$ cat src/rtl/alu_operand_stage_pkg.sv
// Shared RV32I decode definitions for the operand stage: opcodes, funct7
// qualifiers, ALU function codes and instruction field helpers.
package alu_operand_stage_pkg;

  localparam logic [6:0] OPC_OP     = 7'b0110011;
  localparam logic [6:0] OPC_OP_IMM = 7'b0010011;
  localparam logic [6:0] OPC_LUI    = 7'b0110111;

  localparam logic [6:0] F7_BASE = 7'b0000000;
  localparam logic [6:0] F7_ALT  = 7'b0100000;

  // ALU function codes follow the RV32I funct3 encoding so OP/OP-IMM map 1:1.
  typedef enum logic [2:0] {
    ALU_ADD  = 3'b000,
    ALU_SLL  = 3'b001,
    ALU_SLT  = 3'b010,
    ALU_SLTU = 3'b011,
    ALU_XOR  = 3'b100,
    ALU_SRL  = 3'b101,
    ALU_OR   = 3'b110,
    ALU_AND  = 3'b111
  } alu_fn_e;

  function automatic logic [6:0] instr_opcode(input logic [31:0] instr);
    return instr[6:0];
  endfunction

  function automatic logic [4:0] instr_rd(input logic [31:0] instr);
    return instr[11:7];
  endfunction

  function automatic logic [2:0] instr_funct3(input logic [31:0] instr);
    return instr[14:12];
  endfunction

  function automatic logic [4:0] instr_rs1(input logic [31:0] instr);
    return instr[19:15];
  endfunction

  function automatic logic [4:0] instr_rs2(input logic [31:0] instr);
    return instr[24:20];
  endfunction

  function automatic logic [6:0] instr_funct7(input logic [31:0] instr);
    return instr[31:25];
  endfunction

  // Sign-extended I-type immediate.
  function automatic logic [31:0] imm_i(input logic [31:0] instr);
    return {{20{instr[31]}}, instr[31:20]};
  endfunction

  // U-type immediate, already shifted into the upper 20 bits.
  function automatic logic [31:0] imm_u(input logic [31:0] instr);
    return {instr[31:12], 12'b0};
  endfunction

endpackage

$ cat src/rtl/alu_operand_stage_regfile.sv
// Architectural register file: two asynchronous read ports, one write port
// on the rising edge, x0 hardwired to zero, whole array cleared on reset.
module alu_operand_stage_regfile #(
  parameter int WIDTH = 32,
  parameter int NREGS = 32
) (
  input  logic             clk,
  input  logic             rst_n,
  input  logic             we,
  input  logic [4:0]       waddr,
  input  logic [WIDTH-1:0] wdata,
  input  logic [4:0]       raddr_a,
  output logic [WIDTH-1:0] rdata_a,
  input  logic [4:0]       raddr_b,
  output logic [WIDTH-1:0] rdata_b
);

  logic [WIDTH-1:0] regs_q [NREGS];

  // Write port; writes to x0 are dropped so entry 0 stays zero forever.
  always_ff @(posedge clk or negedge rst_n) begin
    if (!rst_n) begin
      for (int i = 0; i < NREGS; i++) begin
        regs_q[i] <= '0;
      end
    end else if (we && (waddr != 5'd0) && (int'(waddr) < NREGS)) begin
      regs_q[waddr] <= wdata;
    end
  end

  // Asynchronous read ports; x0 is forced to zero independent of storage.
  always_comb begin
    rdata_a = '0;
    rdata_b = '0;
    if ((raddr_a != 5'd0) && (int'(raddr_a) < NREGS)) begin
      rdata_a = regs_q[raddr_a];
    end
    if ((raddr_b != 5'd0) && (int'(raddr_b) < NREGS)) begin
      rdata_b = regs_q[raddr_b];
    end
  end

endmodule

$ cat src/rtl/alu_operand_stage.sv
// Decode / operand-fetch stage feeding the ALU. Decodes OP, OP-IMM and LUI,
// reads operands with writeback bypass and holds them in one output register
// bank behind a valid/ready handshake.
module alu_operand_stage
  import alu_operand_stage_pkg::*;
#(
  parameter int WIDTH = 32,
  parameter int NREGS = 32
) (
  input  logic             clk,
  input  logic             rst_n,
  input  logic             in_valid,
  output logic             in_ready,
  input  logic [31:0]      instr,
  input  logic             wb_en,
  input  logic [4:0]       wb_rd,
  input  logic [WIDTH-1:0] wb_data,
  output logic             out_valid,
  input  logic             out_ready,
  output logic [2:0]       fn,
  output logic [6:0]       funct7,
  output logic [WIDTH-1:0] a,
  output logic [WIDTH-1:0] b,
  output logic [4:0]       rd,
  output logic             illegal
);

  if (WIDTH != 32) begin : g_width_check
    $error("alu_operand_stage: only WIDTH=32 is supported");
  end

  logic [6:0]       opc;
  logic [2:0]       f3;
  logic [6:0]       f7;
  logic [4:0]       rs1;
  logic [4:0]       rs2;
  logic [WIDTH-1:0] rf_a;
  logic [WIDTH-1:0] rf_b;
  logic [WIDTH-1:0] op_a;
  logic [WIDTH-1:0] op_b;
  logic             accept;

  alu_fn_e          fn_d,      fn_q;
  logic [6:0]       funct7_d,  funct7_q;
  logic [WIDTH-1:0] a_d,       a_q;
  logic [WIDTH-1:0] b_d,       b_q;
  logic             illegal_d, illegal_q;
  logic [4:0]       rd_q;
  logic             valid_d,   valid_q;

  assign opc = instr_opcode(instr);
  assign f3  = instr_funct3(instr);
  assign f7  = instr_funct7(instr);
  assign rs1 = instr_rs1(instr);
  assign rs2 = instr_rs2(instr);

  alu_operand_stage_regfile #(
    .WIDTH (WIDTH),
    .NREGS (NREGS)
  ) u_regfile (
    .clk     (clk),
    .rst_n   (rst_n),
    .we      (wb_en),
    .waddr   (wb_rd),
    .wdata   (wb_data),
    .raddr_a (rs1),
    .rdata_a (rf_a),
    .raddr_b (rs2),
    .rdata_b (rf_b)
  );

  assign in_ready = !valid_q || out_ready;
  assign accept   = in_valid && in_ready;

  // Same-cycle writeback bypass so an operand written this cycle is not stale.
  always_comb begin
    op_a = rf_a;
    op_b = rf_b;
    if (wb_en && (wb_rd != 5'd0) && (wb_rd == rs1)) begin
      op_a = wb_data;
    end
    if (wb_en && (wb_rd != 5'd0) && (wb_rd == rs2)) begin
      op_b = wb_data;
    end
  end

  // Instruction decode; illegal encodings are flattened to all-zero ALU fields.
  always_comb begin
    fn_d      = ALU_ADD;
    funct7_d  = F7_BASE;
    a_d       = '0;
    b_d       = '0;
    illegal_d = 1'b0;
    case (opc)
      OPC_OP: begin
        fn_d      = alu_fn_e'(f3);
        funct7_d  = f7;
        a_d       = op_a;
        b_d       = op_b;
        illegal_d = !((f7 == F7_BASE) ||
                      ((f7 == F7_ALT) && ((f3 == ALU_ADD) || (f3 == ALU_SRL))));
      end
      OPC_OP_IMM: begin
        fn_d = alu_fn_e'(f3);
        a_d  = op_a;
        b_d  = imm_i(instr);
        if (f3 == ALU_SLL) begin
          funct7_d  = f7;
          illegal_d = (f7 != F7_BASE);
        end else if (f3 == ALU_SRL) begin
          funct7_d  = f7;
          illegal_d = !((f7 == F7_BASE) || (f7 == F7_ALT));
        end
      end
      OPC_LUI: begin
        b_d = imm_u(instr);
      end
      default: begin
        illegal_d = 1'b1;
      end
    endcase
    if (illegal_d) begin
      fn_d     = ALU_ADD;
      funct7_d = F7_BASE;
      a_d      = '0;
      b_d      = '0;
    end
  end

  // Valid flag: set on accept, cleared when consumed without a replacement.
  always_comb begin
    valid_d = valid_q;
    if (accept) begin
      valid_d = 1'b1;
    end else if (out_ready) begin
      valid_d = 1'b0;
    end
  end

  // Output register bank; loads only on accept so operands hold during stalls.
  always_ff @(posedge clk or negedge rst_n) begin
    if (!rst_n) begin
      valid_q   <= 1'b0;
      fn_q      <= ALU_ADD;
      funct7_q  <= '0;
      a_q       <= '0;
      b_q       <= '0;
      rd_q      <= '0;
      illegal_q <= 1'b0;
    end else begin
      valid_q <= valid_d;
      if (accept) begin
        fn_q      <= fn_d;
        funct7_q  <= funct7_d;
        a_q       <= a_d;
        b_q       <= b_d;
        rd_q      <= instr_rd(instr);
        illegal_q <= illegal_d;
      end
    end
  end

  assign out_valid = valid_q;
  assign fn        = fn_q;
  assign funct7    = funct7_q;
  assign a         = a_q;
  assign b         = b_q;
  assign rd        = rd_q;
  assign illegal   = illegal_q;

endmodule

$ cat config.mk
export PLATFORM = sky130hd
export DESIGN_NAME = alu_operand_stage
export DESIGN_NICKNAME = d
export VERILOG_FILES = /design/src/rtl/alu_operand_stage_pkg.sv /design/src/rtl/alu_operand_stage_regfile.sv /design/src/rtl/alu_operand_stage.sv
export SDC_FILE = /design/constraint.sdc
export NUM_CORES = 2
export LEC_CHECK = 0
export CORE_UTILIZATION = 58
export CTS_CLUSTER_SIZE = 14
export DETAILED_ROUTE_END_ITERATION = 8
export PLACE_DENSITY = 0.8
export SKIP_LAST_GASP = 1
export SLEW_MARGIN = 0
export SYNTH_ARGS = -nofsm -noshare
export SYNTH_HDL_FRONTEND = slang
export SYNTH_SLANG_ARGS = --single-unit
$ cat constraint.sdc
create_clock -name clk -period 2.39 [get_ports clk]
set_clock_uncertainty 0.05 [all_clocks]
set_input_delay 0.3585 -clock clk [delete_from_list [all_inputs] [get_ports clk]]
set_output_delay 0.3585 -clock clk [all_outputs]
set_load 0.02 [all_outputs]
==> impl_metrics.prom <==
# TYPE chip_impl_metric gauge
chip_impl_metric{name="finalInstanceArea",unit="um2"} 68700
chip_impl_info{name="worst_setup_path_startpoint",value="a[10]"} 1
chip_impl_metric{name="critPathBufInv",unit=""} 1
chip_impl_metric{name="sequential_share_of_the_synthesized_area",unit="%"} 47.6
chip_impl_metric{name="drv_slew",unit=""} 0
chip_impl_metric{name="die_area",unit="um2"} 101000
chip_impl_metric{name="routedWlPerCell",unit="um"} 34.0
chip_impl_info{name="setup.worst_path.start_class",value="flop"} 1
chip_impl_metric{name="synth_warnings",unit=""} 0
chip_impl_info{name="dominantRegCellSynth",value="sky130_fd_sc_hd__dfrtp_1"} 1
chip_impl_metric{name="grt_use_total",unit="%"} 36.8
chip_impl_info{name="run_status",value="complete, no violations"} 1
chip_impl_metric{name="vias",unit=""} 39000
chip_impl_metric{name="post_synthesis_register_bit_count",unit=""} 1105
chip_impl_info{name="cts_root_buf",value="sky130_fd_sc_hd__clkbuf_16"} 1
chip_impl_metric{name="cap_viol_max_count",unit=""} 0
chip_impl_metric{name="final_setup_violating_endpoints",unit=""} 0
chip_impl_metric{name="layout_worst_path_cycle_share",unit="%"} 98.4
chip_impl_metric{name="ir_drop",unit="V"} 0.000646
chip_impl_metric{name="drc_errors",unit=""} 0
chip_impl_metric{name="max-slew-margin-rel",unit="%"} 14.7
chip_impl_metric{name="drt_first_pass_iters",unit=""} 6
chip_impl_metric{name="cts.path.max_buffers",unit=""} 3
chip_impl_info{name="hp-class",value="in2async"} 1
chip_impl_metric{name="die_width",unit="um"} 318
chip_impl_info{name="worstSetupEndpointType",value="output port"} 1
chip_impl_metric{name="clk-insertion-delay-late",unit="ns"} 0.72
chip_impl_metric{name="leftover_overflow_at_the_end_of_global_routing",unit=""} 0
chip_impl_metric{name="num_antenna_cells",unit=""} 0
chip_impl_metric{name="signal_arrival_time_at_the_worst_endpoint",unit="ns"} 1.94
chip_impl_metric{name="worst-endpoint-required",unit="ns"} 1.98
chip_impl_info{name="synth_top_area_cell",value="sky130_fd_sc_hd__dfrtp_1"} 1
chip_impl_metric{name="layout-drive-gt1-share",unit="%"} 55.3
chip_impl_metric{name="synth_top_area_share",unit="%"} 47.6
chip_impl_metric{name="buffer_ports.inserted",unit=""} 155
chip_impl_info{name="critical_path_class",value="reg2out"} 1
chip_impl_info{name="synth.most_common_cell",value="sky130_fd_sc_hd__dfrtp_1"} 1
chip_impl_metric{name="rows",unit=""} 115
chip_impl_metric{name="cts_num_sinks",unit=""} 1105
chip_impl_metric{name="async_reset_ff_share",unit="%"} 100
chip_impl_metric{name="crit_cells",unit=""} 1
chip_impl_metric{name="clkSlewWorstSetupHoldPaths",unit="ns"} 0.06
chip_impl_metric{name="netlist_instances",unit=""} 3726
chip_impl_info{name="worstReg2RegEnd",value="a[18]"} 1
chip_impl_metric{name="route.final.wire_length",unit="um"} 183000
chip_impl_metric{name="power_report.internal_total",unit="mW"} 39.7
chip_impl_metric{name="net_count_synth",unit=""} 3800
chip_impl_info{name="timing.critical_path.cells",value="clkdlybuf4s50_1"} 1
chip_impl_metric{name="portion_of_total_power_attributed_to_sequential_cells",unit="%"} 45.4
chip_impl_info{name="ys_top_cells_by_area",value="sky130_fd_sc_hd__dfrtp_1 (48%), sky130_fd_sc_hd__mux4_2 (23%), sky130_fd_sc_hd__mux2_2 (19%)"} 1
chip_impl_metric{name="critical-path-max-stage-delay",unit="ns"} 0.68
chip_impl_metric{name="ant_nets",unit=""} 0
chip_impl_metric{name="hold_violations_final",unit=""} 0
chip_impl_metric{name="placement.setup.worst_slack",unit="ns"} -0.518
chip_impl_info{name="synthTopCellsByCount",value="sky130_fd_sc_hd__dfrtp_1 (1105), sky130_fd_sc_hd__mux2_2 (992), sky130_fd_sc_hd__mux4_2 (584)"} 1
chip_impl_metric{name="achievable-frequency",unit="MHz"} 425
chip_impl_metric{name="antenna_found_initial",unit=""} 2
chip_impl_info{name="critical_path.endpoint",value="a[10]"} 1
chip_impl_metric{name="syn2layout_area_growth",unit="%"} 18.4
chip_impl_metric{name="vias_in_the_first_global_route",unit=""} 40385
chip_impl_info{name="grt_setup_unrepaired",value="no"} 1
chip_impl_metric{name="nets_final",unit=""} 4082
chip_impl_info{name="worst_path_dominant_cell_family",value="buffers and inverters"} 1
chip_impl_metric{name="placed_cells",unit=""} 5178
chip_impl_metric{name="cts_setup_buffers",unit=""} 0
chip_impl_metric{name="synth_edf_count",unit=""} 0
chip_impl_metric{name="final_period_demand_of_the_worst_path",unit="ns"} 2.35
chip_impl_metric{name="r2r_setup_slack",unit="ns"} 0.22
chip_impl_metric{name="first_pass_grt_wire_length",unit="um"} 273000
chip_impl_info{name="rr_startpoint",value="out_valid"} 1
chip_impl_metric{name="synth_area_per_cell",unit="um2"} 15.6
chip_impl_metric{name="netSwitchingFraction",unit="%"} 26.8
chip_impl_metric{name="setup_total_negative_slack",unit="ns"} 0
chip_impl_metric{name="detailed_place.area",unit="um2"} 64800
chip_impl_metric{name="r2r.worst_path.cells",unit=""} 8
chip_impl_metric{name="p_sw",unit="mW"} 14.5
chip_impl_metric{name="timing.critical_path.fanout_max",unit=""} 2
chip_impl_metric{name="combinationalPowerShare",unit="%"} 20.3
chip_impl_metric{name="die_h",unit="um"} 318
chip_impl_metric{name="count_of_placed_standard_cells_in_the_final_layout_fillers_left_out",unit=""} 5389
chip_impl_metric{name="synthesis.area",unit="um2"} 58000
chip_impl_metric{name="clockPowerShare",unit="%"} 34.2
chip_impl_info{name="tritoncts",value="yes"} 1
chip_impl_metric{name="first_iter_violations",unit=""} 4806
chip_impl_metric{name="pwr_density_cell",unit="nW/um2"} 790
chip_impl_metric{name="area_of_combinational_cells_with_multiple_inputs",unit="um2"} 28800
chip_impl_metric{name="setup_slack",unit="ns"} 0.0385
chip_impl_metric{name="tightestPinTransition",unit="ns"} 1.28
chip_impl_info{name="slowest_stage",value="sky130_fd_sc_hd__clkdlybuf4s50_1"} 1
chip_impl_metric{name="fill_cells",unit=""} 6181
chip_impl_metric{name="ys_types",unit=""} 61
chip_impl_metric{name="total_leakage_power",unit="nW"} 29.8
chip_impl_metric{name="place_hpwl",unit="um"} 121000
chip_impl_metric{name="cts_inserted_buffers",unit=""} 114
chip_impl_metric{name="cts_max_level",unit=""} 3
chip_impl_metric{name="boundaryPins",unit=""} 156
chip_impl_metric{name="floorplan.initialDensity",unit="%"} 58.8
chip_impl_metric{name="seqCellArea",unit="um2"} 27700
chip_impl_metric{name="grt_start_max_net_pins",unit=""} 87
chip_impl_metric{name="core",unit="um2"} 98700
chip_impl_metric{name="post_drt_via_cell_ratio",unit=""} 7.24
chip_impl_metric{name="utilization_after_layout",unit="%"} 69.6
chip_impl_metric{name="finalWeightedCongestion",unit=""} 0.949
==> through the flow <==
stage | power [mW] | hold slack [ns]
after floorplan | 31.8 | 0.0129
after global placement | 35.1 | 0.282
after detailed placement | 35.7 | 0.281
after CTS | 54.2 | 0.124
after global routing | 56.0 | 0.152
final | 54.3 | 0.141
==> how the worst min path moves through the flow <==
stage                         from         to  cells after the start
after global routing      instr[8]      rd[1]                      3
final                        rst_n  funct7[3]                      2
after detailed placement     rst_n  funct7[3]                      1
after global placement       rst_n  funct7[3]                      1
after floorplan              rst_n       a[0]                      0
after CTS                 instr[8]      rd[1]                      3
==> sequential cells by signal (all words and copies together) (netlist names) <==
signal and cells:
illegal 1, fn 3, out_valid 1, funct7 7
a 32, u_regfile.regs_q 1024, b 32, rd 5
==> final cells by class <==
type,count,share of cell area [%]
Multi-Input combinational cell,2193,41.9
Sequential cell,1105,40.2
Timing Repair Buffer,587,9.83
Clock buffer,165,4.88
Tap cell,1287,2.34
Clock inverter,45,0.779
Inverter,7,0.0382
==> logic make-up after synthesis <==
kind of cell | share of synthesized area, %
muxes | 43.8
DFF | 47.6
buffers and inverters | 3.19
AOI/OAI and AO/OA | 3.22
and+or+nand+nor | 1.96
xor gates and xnor gates | 0.166
==> power by group through the flow <==
stage	Combinational, mW	Sequential [mW]	Clock (mW)
4_1_cts	11.0	24.5	18.7
2_1_floorplan	8.00	23.8	0
3_5_place_dp	10.9	24.8	0
6_report	11.0	24.7	18.6
3_3_place_gp	10.6	24.5	0
5_1_grt	11.6	25.0	19.4
==> routing by layer <==
metal / routed length [um] / global-route usage, %
met2: 82500 / 54.4
met1: 67900 / 49.4
met4: 9860 / 17.2
met5: 14 / 0
met3: 23100 / 12.5
==> cells in the final DEF, fill, tap and decap left out, types with 14 or more instances in the layout <==
cell,count
sky130_fd_sc_hd__dfrtp_1,1105
sky130_fd_sc_hd__mux2_2,992
sky130_fd_sc_hd__mux4_2,584
sky130_fd_sc_hd__buf_4,278
sky130_fd_sc_hd__buf_12,156
sky130_fd_sc_hd__clkdlybuf4s50_1,143
sky130_fd_sc_hd__clkbuf_16,116
sky130_fd_sc_hd__mux2i_1,112
sky130_fd_sc_hd__a22oi_1,89
sky130_fd_sc_hd__nand2_1,69
sky130_fd_sc_hd__o21ai_0,42
sky130_fd_sc_hd__a21oi_1,35
sky130_fd_sc_hd__o21ai_1,29
sky130_fd_sc_hd__clkbuf_8,27
sky130_fd_sc_hd__clkinv_2,23
sky130_fd_sc_hd__nand4_1,22
sky130_fd_sc_hd__clkbuf_1,22
sky130_fd_sc_hd__nand3_1,18
sky130_fd_sc_hd__a31oi_1,17
sky130_fd_sc_hd__nor2_4,16
sky130_fd_sc_hd__o21a_1,14
==> timing repair <==
| action | 4_1_cts | 5_1_grt |
|---|---|---|
| gates resized for setup | 1 | 1 |
| hold endpoints to repair | 146 | 0 |
| hold buffers | 1 | 0 |
| setup endpoints to repair | 1 | 2 |
Note: power is estimated with default switching activity, not from simulation.
